[config.mk]
export PLATFORM = sky130hd
export DESIGN_NAME = ps2_rx_ctrl_flat
export DESIGN_NICKNAME = d
export VERILOG_FILES = /design/src/rtl/ps2_rx_ctrl_if.sv /design/src/rtl/ps2_rx_ctrl.sv /design/src/flat_wrapper.sv
export SDC_FILE = /design/constraint.sdc
export NUM_CORES = 1
export LEC_CHECK = 0
export BUFFER_PORTS_ARGS = -buffer_cell sky130_fd_sc_hd__buf_4
export CAP_MARGIN = 15
export CELL_PAD_IN_SITES_DETAIL_PLACEMENT = 0
export CELL_PAD_IN_SITES_GLOBAL_PLACEMENT = 1
export CORE_MARGIN = 4
export CORE_UTILIZATION = 51
export CTS_BUF_LIST = sky130_fd_sc_hd__clkbuf_2 sky130_fd_sc_hd__clkbuf_4 sky130_fd_sc_hd__clkbuf_8
export DETAILED_ROUTE_END_ITERATION = 8
export HOLD_SLACK_MARGIN = 0.02
export PLACE_DENSITY_LB_ADDON = 0.3
export SLEW_MARGIN = 5
export SYNTH_ARGS = -nofsm -noshare
export SYNTH_HDL_FRONTEND = slang
export SYNTH_SLANG_ARGS = --single-unit
[constraint.sdc]
create_clock -name clk_i -period 3.7 [get_ports clk_i]
set_input_delay 0.74 -clock clk_i [delete_from_list [all_inputs] [get_ports clk_i]]
set_output_delay 0.74 -clock clk_i [all_outputs]
set_load 0.005 [all_outputs]
[src/rtl/ps2_rx_ctrl_if.sv]
// PS/2 receive bundle: raw pins, frame-register shift port and decoded scan-code outputs.
// master = receive controller, slave = the environment (pins and frame register).
interface ps2_rx_ctrl_if;
  logic        ps2_clk;
  logic        ps2_data;
  logic        shren;
  logic        din;
  logic [10:0] frame;
  logic [7:0]  scan_code;
  logic        code_valid;
  logic        is_break;
  logic        is_ext;
  logic        frame_err;

  modport master (
    input  ps2_clk, ps2_data, frame,
    output shren, din, scan_code, code_valid, is_break, is_ext, frame_err
  );

  modport slave (
    output ps2_clk, ps2_data, frame,
    input  shren, din, scan_code, code_valid, is_break, is_ext, frame_err
  );
endinterface

[src/rtl/ps2_rx_ctrl.sv]
// PS/2 keyboard receiver: conditions the pins, shifts bits into an external frame register, decodes E0/F0.
// Strobes appear two cycles after the 11th shift; there is no backpressure, strobes are single-cycle.
module ps2_rx_ctrl #(
  parameter int SYNC_STAGES = 2,
  parameter int FILTER_LEN  = 4,
  parameter int TIMEOUT_CYC = 5000
) (
  input  logic          clk_i,
  input  logic          rst_ni,
  ps2_rx_ctrl_if.master bus
);

  localparam int FCW = $clog2(FILTER_LEN + 1);
  localparam int TW  = $clog2(TIMEOUT_CYC + 1);

  typedef enum logic [1:0] {IDLE, RECV, CHECK} state_e;

  logic [SYNC_STAGES-1:0] clk_sync_q, data_sync_q;
  logic [FCW-1:0]         filt_cnt_q;
  logic                   fclk_q, fclk_dly_q;
  logic                   sclk, sdata, fall;

  state_e        state_q, state_d;
  logic [3:0]    bit_cnt_q, bit_cnt_d;
  logic [TW-1:0] timer_q, timer_d;
  logic          ext_pend_q, ext_pend_d;
  logic          brk_pend_q, brk_pend_d;
  logic [7:0]    scan_code_q, scan_code_d;
  logic          is_break_q, is_break_d;
  logic          is_ext_q, is_ext_d;
  logic          code_valid_q, code_valid_d;
  logic          frame_err_q, frame_err_d;
  logic          shift;
  logic          frame_ok;
  logic [7:0]    frame_data;

  assign sclk  = clk_sync_q[SYNC_STAGES-1];
  assign sdata = data_sync_q[SYNC_STAGES-1];
  assign fall  = fclk_dly_q & ~fclk_q;

  // Synchronisers and filter idle high so reset release never looks like a falling edge.
  always_ff @(posedge clk_i or negedge rst_ni) begin
    if (!rst_ni) begin
      clk_sync_q  <= '1;
      data_sync_q <= '1;
      filt_cnt_q  <= '0;
      fclk_q      <= 1'b1;
      fclk_dly_q  <= 1'b1;
    end else begin
      clk_sync_q  <= {clk_sync_q[SYNC_STAGES-2:0], bus.ps2_clk};
      data_sync_q <= {data_sync_q[SYNC_STAGES-2:0], bus.ps2_data};
      fclk_dly_q  <= fclk_q;
      if (sclk == fclk_q) begin
        filt_cnt_q <= '0;
      end else if (filt_cnt_q == FCW'(FILTER_LEN - 1)) begin
        fclk_q     <= sclk;
        filt_cnt_q <= '0;
      end else begin
        filt_cnt_q <= filt_cnt_q + FCW'(1);
      end
    end
  end

  always_ff @(posedge clk_i or negedge rst_ni) begin
    if (!rst_ni) begin
      state_q      <= IDLE;
      bit_cnt_q    <= '0;
      timer_q      <= '0;
      ext_pend_q   <= 1'b0;
      brk_pend_q   <= 1'b0;
      scan_code_q  <= '0;
      is_break_q   <= 1'b0;
      is_ext_q     <= 1'b0;
      code_valid_q <= 1'b0;
      frame_err_q  <= 1'b0;
    end else begin
      state_q      <= state_d;
      bit_cnt_q    <= bit_cnt_d;
      timer_q      <= timer_d;
      ext_pend_q   <= ext_pend_d;
      brk_pend_q   <= brk_pend_d;
      scan_code_q  <= scan_code_d;
      is_break_q   <= is_break_d;
      is_ext_q     <= is_ext_d;
      code_valid_q <= code_valid_d;
      frame_err_q  <= frame_err_d;
    end
  end

  assign frame_data = bus.frame[8:1];
  assign frame_ok   = ~bus.frame[0] & bus.frame[10] & (^bus.frame[9:1]);

  always_comb begin
    state_d      = state_q;
    bit_cnt_d    = bit_cnt_q;
    timer_d      = timer_q;
    ext_pend_d   = ext_pend_q;
    brk_pend_d   = brk_pend_q;
    scan_code_d  = scan_code_q;
    is_break_d   = is_break_q;
    is_ext_d     = is_ext_q;
    code_valid_d = 1'b0;
    frame_err_d  = 1'b0;
    shift        = 1'b0;

    case (state_q)
      IDLE: begin
        if (fall) begin
          shift     = 1'b1;
          bit_cnt_d = 4'd1;
          timer_d   = '0;
          state_d   = RECV;
        end
      end

      RECV: begin
        if (fall) begin
          shift     = 1'b1;
          bit_cnt_d = bit_cnt_q + 4'd1;
          timer_d   = '0;
          if (bit_cnt_q == 4'd10) begin
            state_d = CHECK;
          end
        end else if (timer_q == TW'(TIMEOUT_CYC - 1)) begin
          // Pending prefixes survive a timeout; the stale partial frame is overwritten later.
          frame_err_d = 1'b1;
          bit_cnt_d   = '0;
          timer_d     = '0;
          state_d     = IDLE;
        end else begin
          timer_d = timer_q + TW'(1);
        end
      end

      CHECK: begin
        bit_cnt_d = '0;
        state_d   = IDLE;
        if (!frame_ok) begin
          frame_err_d = 1'b1;
          ext_pend_d  = 1'b0;
          brk_pend_d  = 1'b0;
        end else if (frame_data == 8'hE0) begin
          ext_pend_d = 1'b1;
        end else if (frame_data == 8'hF0) begin
          brk_pend_d = 1'b1;
        end else begin
          scan_code_d  = frame_data;
          is_ext_d     = ext_pend_q;
          is_break_d   = brk_pend_q;
          code_valid_d = 1'b1;
          ext_pend_d   = 1'b0;
          brk_pend_d   = 1'b0;
        end
        // A fall here can only be a very fast device; treat it as bit 1 of the next frame.
        if (fall) begin
          shift     = 1'b1;
          bit_cnt_d = 4'd1;
          timer_d   = '0;
          state_d   = RECV;
        end
      end

      default: begin
        state_d   = IDLE;
        bit_cnt_d = '0;
      end
    endcase
  end

  assign bus.shren      = shift;
  assign bus.din        = shift & sdata;
  assign bus.scan_code  = scan_code_q;
  assign bus.code_valid = code_valid_q;
  assign bus.is_break   = is_break_q;
  assign bus.is_ext     = is_ext_q;
  assign bus.frame_err  = frame_err_q;

endmodule
[src/flat_wrapper.sv]
// flat-port wrapper written by rule: the top's interface ports become plain ports
module ps2_rx_ctrl_flat 
#(
  parameter int SYNC_STAGES = 2,
  parameter int FILTER_LEN  = 4,
  parameter int TIMEOUT_CYC = 5000
)
  (clk_i, rst_ni, bus_ps2_clk, bus_ps2_data, bus_frame, bus_shren, bus_din, bus_scan_code, bus_code_valid, bus_is_break, bus_is_ext, bus_frame_err);
  ps2_rx_ctrl_if bus_i ();
  input  logic clk_i;
  input  logic rst_ni;
  input wire logic [$bits(bus_i.ps2_clk)-1:0] bus_ps2_clk;
  input wire logic [$bits(bus_i.ps2_data)-1:0] bus_ps2_data;
  input wire logic [$bits(bus_i.frame)-1:0] bus_frame;
  output wire logic [$bits(bus_i.shren)-1:0] bus_shren;
  output wire logic [$bits(bus_i.din)-1:0] bus_din;
  output wire logic [$bits(bus_i.scan_code)-1:0] bus_scan_code;
  output wire logic [$bits(bus_i.code_valid)-1:0] bus_code_valid;
  output wire logic [$bits(bus_i.is_break)-1:0] bus_is_break;
  output wire logic [$bits(bus_i.is_ext)-1:0] bus_is_ext;
  output wire logic [$bits(bus_i.frame_err)-1:0] bus_frame_err;
  assign bus_i.ps2_clk = bus_ps2_clk;
  assign bus_i.ps2_data = bus_ps2_data;
  assign bus_i.frame = bus_frame;
  assign bus_shren = bus_i.shren;
  assign bus_din = bus_i.din;
  assign bus_scan_code = bus_i.scan_code;
  assign bus_code_valid = bus_i.code_valid;
  assign bus_is_break = bus_i.is_break;
  assign bus_is_ext = bus_i.is_ext;
  assign bus_frame_err = bus_i.frame_err;
  ps2_rx_ctrl #(.SYNC_STAGES(SYNC_STAGES), .FILTER_LEN(FILTER_LEN), .TIMEOUT_CYC(TIMEOUT_CYC)) u_core (.clk_i(clk_i), .rst_ni(rst_ni), .bus(bus_i));
endmodule
==> impl_metrics.tcl, run 1 <==
set metrics [dict create \
    ys_types 46 \
    max_cap_violations 0 \
    synth_compound_area_share_pct 14.29 \
    finalSetupViolations 0 \
    avgSynthCellArea_um2 11.13 \
    synth-async-reset-ratio_pct 100.0 \
    die_h_um 74.55 \
    rows 23 \
    antenna_found_initial 0 \
    clk-insertion-delay-late_ns 0.30 \
    cts.sinks 42 \
    end_kind "flip-flop" \
    worstSetupPathType "in2reg" \
    htree_levels 2 \
    maxSlewViolCount 0 \
    synth_top_cell_by_area "dfrtp_1" \
    portBuffers 28 \
    cts_resized 0 \
    synthCells 203 \
    clkTransAtPathRegs_ns 0.08 \
    synth.area.mux_share_pct 7.479 \
    yosys-top-cells-area "dfrtp_1 40%, ha_1 7.8%, dfstp_2 7.0%, mux2_2 7.0%, o311ai_0 2.7%" \
    netlist_area_um2 2258 \
    synthFlopType "dfrtp_1" \
    worst_ep_arrival_time_ns 2.76 \
    leakagePower_nw 1.226 \
    synth_seq_cells 42 \
    drc 0 \
    layout-drive-gt1-share_pct 25.75 \
    ys_warn_count 0 \
    synth_xor_area_share_pct 2.936 \
    finalHoldViolations 0 \
    place.gp.congestion 0.8266 \
    wl_per_cell_um 15.72 \
    cp.required_ns 3.88 \
    rsz0062_at_grt "no" \
    grt_use_total_pct 17.60 \
    worst_slew_pin_slew_ns 0.7147 \
    yosysSeqAreaShare_pct 46.87 \
    gr-total-overflow 0 \
    powerDensity_nw_per_um2 551.9 \
    synthSimpleGateAreaFrac_pct 16.23 \
    crit_fanout 11 \
    ant_nets 0 \
    vias_per_cell 5.894 \
    drt_first_iter_violations 89 \
    synthAdderAreaFrac_pct 7.756 \
    final_area_um2 2636 \
    drt_wl_total_um 4448 \
    outcome "finished, final reports clean" \
    grt_pass1_vias 1667 \
    relSlewSlack_pct 52.22 \
    post-dp-hpwl_um 3245 \
    dieArea_um2 5557 \
    grt_max_degree 43 \
    cts_setup_buffers 0 \
    synth_top_area_share_pct 39.89 \
    r2r-start "u_core.timer_q[1]" \
    diodes 0 \
    startpoint_type "input port" \
    final.period_utilization_pct 69.68 \
    syn-num-nets 232 \
    grt_pass1_wl_um 7507 \
    ioPinCount 29 \
    crit_path_start "bus_frame[5]" \
    hp-class "reg2reg" \
    cts-root-buf "clkbuf_8" \
    fin_setup_tns_ns 0 \
    first_pass_iters 4 \
    hold_buffers 0 \
    synth_top_family_by_area "simple AND/OR/NAND/NOR gates" \
    cts_tree "done" \
    fin_worst_skew_ns 0.005390 \
    cts_max_path_buffers 2 \
    start_util_pct 54.50 \
    die_x_um 74.55 \
    core_um2 4144 \
    vdd_drop_max_mv 0.3536 \
    yosysMostFrequentCell "dfrtp_1" \
    via_count 1668 \
    total_power_mw 1.455 \
    synth_edf_count 0 \
    fmax_mhz 387.8 \
    hp-start "u_core.clk_sync_q[0]" \
    yosys-top-cells-count "36 x dfrtp_1, 16 x inv_1, 14 x ha_1, 14 x mux2_2, 11 x nand2_1" \
    nets 261 \
    postPlaceCellArea_um2 2499 \
    area_growth_pct 16.73 \
    cts_buffers 5 \
    fin_crit_ns 2.578 \
]
## power by group
part / total, mW / internal (mW) / leakage [nW] / switching (mW)
Combinational: 0.429 / 0.183 / 0.602 / 0.246
Clock: 0.433 / 0.270 / 0.0683 / 0.163
Sequential: 0.593 / 0.527 / 0.555 / 0.0660
Total: 1.46 / 0.980 / 1.23 / 0.475
## critical path, stage by stage
cell	delay [ns]
buf_4	0.09
inv_1	0.04
ha_1	0.30
xnor3_1	0.35
xnor2_1	0.34
nand3_1	0.47
mux2_2	0.43
## cell usage in the layout, fill, tap and decap left out, types with 3 or more instances in the layout
cell,Yosys,layout
o311ai_0,7,7
inv_1,16,16
clkbuf_8,0,5
mux2_2,14,14
ha_1,14,14
a21oi_1,4,4
a22o_1,5,5
dfrtp_1,36,36
dfstp_2,6,6
nor4_1,8,8
o21a_1,8,8
nor2b_1,4,4
nor2_1,7,7
nand3_1,7,7
nor3b_1,6,6
o21ai_0,3,3
nor3_1,5,5
buf_4,1,29
nand2_1,11,11
xnor2_1,5,5
## logic make-up (layout without fill, tap and decap cells)
logic type | count (synthesis) | after routing
simple gates | 62 | 62
flops | 42 | 42
xor+xnor | 6 | 6
fa+ha+maj | 14 | 14
buf+inv | 23 | 53
compound gates | 41 | 41
mux | 15 | 15
## registers in the layout, summed over array words and instances (netlist names)
| name | count |
|---|---|
| u_core.bus.scan_code | 8 |
| u_core.fclk_dly_q | 1 |
| u_core.bus.frame_err | 1 |
| u_core.bus.code_valid | 1 |
| u_core.ext_pend_q | 1 |
| u_core.brk_pend_q | 1 |
| u_core.state_q | 2 |
| u_core.clk_sync_q | 2 |
| u_core.timer_q | 13 |
| u_core.bus.is_break | 1 |
| u_core.filt_cnt_q | 3 |
| u_core.bus.is_ext | 1 |
| u_core.bit_cnt_q | 4 |
| u_core.data_sync_q | 2 |
| u_core.fclk_q | 1 |
## metal layers
metal	global-route usage, %	share of wire (%)	wire length (um)
met1	22.81	45	1986
met2	28.59	50	2202
met3	4.189	4.5	202
met4	6.719	1.3	57
met5	0	0	0
## metrics by stage
| stage | hold slack [ns] | util (%) | instances | setup slack (ns) |
|---|---|---|---|---|
| 2_1_floorplan | 0.3452 | - | 203 | 1.299 |
| 3_3_place_gp | 0.3469 | 60.30 | 275 | 0.9134 |
| 3_5_place_dp | 0.3520 | 60.30 | 275 | 0.8007 |
| 4_1_cts | 0.3640 | 63.62 | 283 | 1.125 |
| 5_1_grt | 0.3681 | 63.62 | 283 | 0.9787 |
| 6_report | 0.3646 | 63.62 | 283 | 1.122 |
## worst paths after layout
kind	to	slack (ns)	depth (start not counted)
max	u_core.bus.scan_code[3]	1.12	7
min	u_core.clk_sync_q[1]	0.36	0
max reg2reg	u_core.state_q[0]	1.15	6
min reg2reg	u_core.clk_sync_q[1]	0.36	0
max in group asynchronous	u_core.fclk_dly_q	2.91	1
min in group asynchronous	u_core.bus.scan_code[5]	0.41	1
## layout make-up
type | instances | area [um2]
Tap cell | 50 | 62.56
Multi-Input combinational cell | 138 | 1100
Timing Repair Buffer | 29 | 217.7
Clock inverter | 3 | 68.82
Inverter | 16 | 60.06
Clock buffer | 5 | 68.82
Sequential cell | 42 | 1059
Fill cell | 339 | 1508
Power figures use the tool's default switching activity.
==> run 2, diff against run 1 <==
--- a/config.mk
+++ b/config.mk
@@ -10,7 +10,7 @@
 export CELL_PAD_IN_SITES_DETAIL_PLACEMENT = 0
 export CELL_PAD_IN_SITES_GLOBAL_PLACEMENT = 1
 export CORE_MARGIN = 4
-export CORE_UTILIZATION = 51
+export CORE_UTILIZATION = 47
 export CTS_BUF_LIST = sky130_fd_sc_hd__clkbuf_2 sky130_fd_sc_hd__clkbuf_4 sky130_fd_sc_hd__clkbuf_8
 export DETAILED_ROUTE_END_ITERATION = 8
 export HOLD_SLACK_MARGIN = 0.02
==> constraint.sdc (replaced) <==
create_clock -name clk_i -period 2.4 [get_ports clk_i]
set_input_delay 0.48 -clock clk_i [delete_from_list [all_inputs] [get_ports clk_i]]
set_output_delay 0.48 -clock clk_i [all_outputs]
set_load 0.005 [all_outputs]
==> impl_metrics.tcl, run 2 (synthesized netlist as in run 1, its figures left out) <==
set metrics [dict create \
    outcome "finished, final reports clean" \
    cts.sinks 42 \
    die_x_um 77.32 \
    fillerInstances 418 \
    regMostFlops "u_core.timer_q" \
    cp.required_ns 2.59 \
    vias_per_cell 5.699 \
    end_kind "flip-flop" \
    portBuffers 28 \
    largest_reg_flops 13 \
    worstSetupPathType "reg2reg" \
    max_cap_violations 0 \
    drc 0 \
    dieArea_um2 5978 \
    powerDensity_nw_per_um2 775.3 \
    cts_setup_buffers 0 \
    first_pass_iters 4 \
    cts-root-buf "clkbuf_8" \
    fin_worst_skew_ns 0.008675 \
    cp_cell_sequence "ha_1 > or4bb_1 > nor4_4 > buf_4 > o21ai_0 > mux2_2" \
    antenna_found_initial 0 \
    leakagePower_nw 1.219 \
    area_growth_pct 16.07 \
    gr-total-overflow 0 \
    diodes 0 \
    hp-class "in2async" \
    ant_nets 0 \
    cts_tree "done" \
    cts_resized 0 \
    finalHoldViolations 0 \
    final.period_utilization_pct 91.65 \
    clkTransAtPathRegs_ns 0.09 \
    grt_pass1_vias 1682 \
    wl_per_cell_um 14.63 \
    post-dp-hpwl_um 3053 \
    postPlaceCellArea_um2 2531 \
    layout-drive-gt1-share_pct 27.00 \
    fin_setup_tns_ns 0 \
    grt_pass1_wl_um 7769 \
    final_area_um2 2621 \
    clk-insertion-delay-late_ns 0.30 \
    worst_slack_ns 0.2004 \
    critPathBufInv 1 \
    htree_levels 2 \
    crit_family "simple AND/OR/NAND/NOR gates" \
    drt_first_iter_violations 98 \
    grt_max_degree 43 \
    worst_slew_pin_slew_ns 0.5251 \
    core_um2 4504 \
    rows 24 \
    fin_crit_ns 2.200 \
    nets 265 \
    via_count 1647 \
    r2r-start "u_core.timer_q[1]" \
    cts_buffers 5 \
    vdd_drop_max_mv 0.3633 \
    crit_fanout 22 \
    rsz0062_at_grt "no" \
    ioPinCount 29 \
    crit_path_start "u_core.timer_q[1]" \
    maxSlewViolCount 0 \
    cpMaxStageDelayCell "or4bb_1" \
    cts_max_path_buffers 2 \
    die_h_um 77.32 \
    start_util_pct 50.14 \
    finalSetupViolations 0 \
    final_cell_mix "36 x dfrtp_1, 33 x buf_4, 16 x inv_1, 14 x mux2_2, 14 x ha_1" \
    slowest_delay_ns 0.49 \
    preCtsSetupSlack_ns 0.2101 \
    startpoint_type "flip-flop" \
    place.gp.congestion 0.7734 \
    mostFrequentLayoutCell "dfrtp_1" \
    drt_wl_total_um 4229 \
    hold_buffers 0 \
    relSlewSlack_pct 65.00 \
    fmax_mhz 454.6 \
    worst_ep_arrival_time_ns 2.39 \
    grt_use_total_pct 16.31 \
]
run 2: layer usage:
metal | global-route usage [%] | wire length [um] | vias up
li1 | - | - | 817
met1 | 21.04 | 1946 | 787
met2 | 25.13 | 1946 | 36
met3 | 5.621 | 259 | 7
met4 | 6.584 | 76 | 0
met5 | 0 | 0 | -
run 2: final cells by class:
| class | instances | area [um2] | share of cell area, % |
|---|---|---|---|
| Multi-Input combinational cell | 138 | 1100 | 41.96 |
| Clock inverter | 3 | 21.27 | 0.8115 |
| Timing Repair Buffer | 33 | 247.7 | 9.451 |
| Tap cell | 52 | 65.06 | 2.482 |
| Sequential cell | 42 | 1059 | 40.38 |
| Clock buffer | 5 | 68.82 | 2.625 |
| Inverter | 16 | 60.06 | 2.291 |
run 2: metrics by stage:
stage / util, % / hold slack, ns / instances / power [mW]
after floorplan: - / 0.1844 / 203 / 1.398
after global placement: 56.19 / 0.3459 / 281 / 1.581
after detailed placement: 56.19 / 0.3502 / 281 / 1.593
after CTS: 58.19 / 0.1702 / 289 / 2.066
after global routing: 58.19 / 0.1915 / 289 / 2.199
final: 58.19 / 0.1472 / 289 / 2.032
run 2: path summary, 6_finish.rpt:
path	cells after the start	endpoint	slack [ns]
max	6	u_core.state_q[0]	0.20
min	1	u_core.timer_q[1]	0.15
max reg2reg	6	u_core.state_q[0]	0.20
min reg2reg	0	u_core.clk_sync_q[1]	0.36
max in group asynchronous	1	u_core.data_sync_q[1]	1.86
min in group clk_i	1	u_core.clk_sync_q[0]	0.28
run 2: where the power goes:
| group | internal [mW] | switching, mW | total, mW |
|---|---|---|---|
| clock network | 0.204 | 0.258 | 0.462 |
| registers | 0.812 | 0.0978 | 0.910 |
| logic | 0.299 | 0.362 | 0.661 |
| total | 1.32 | 0.717 | 2.03 |
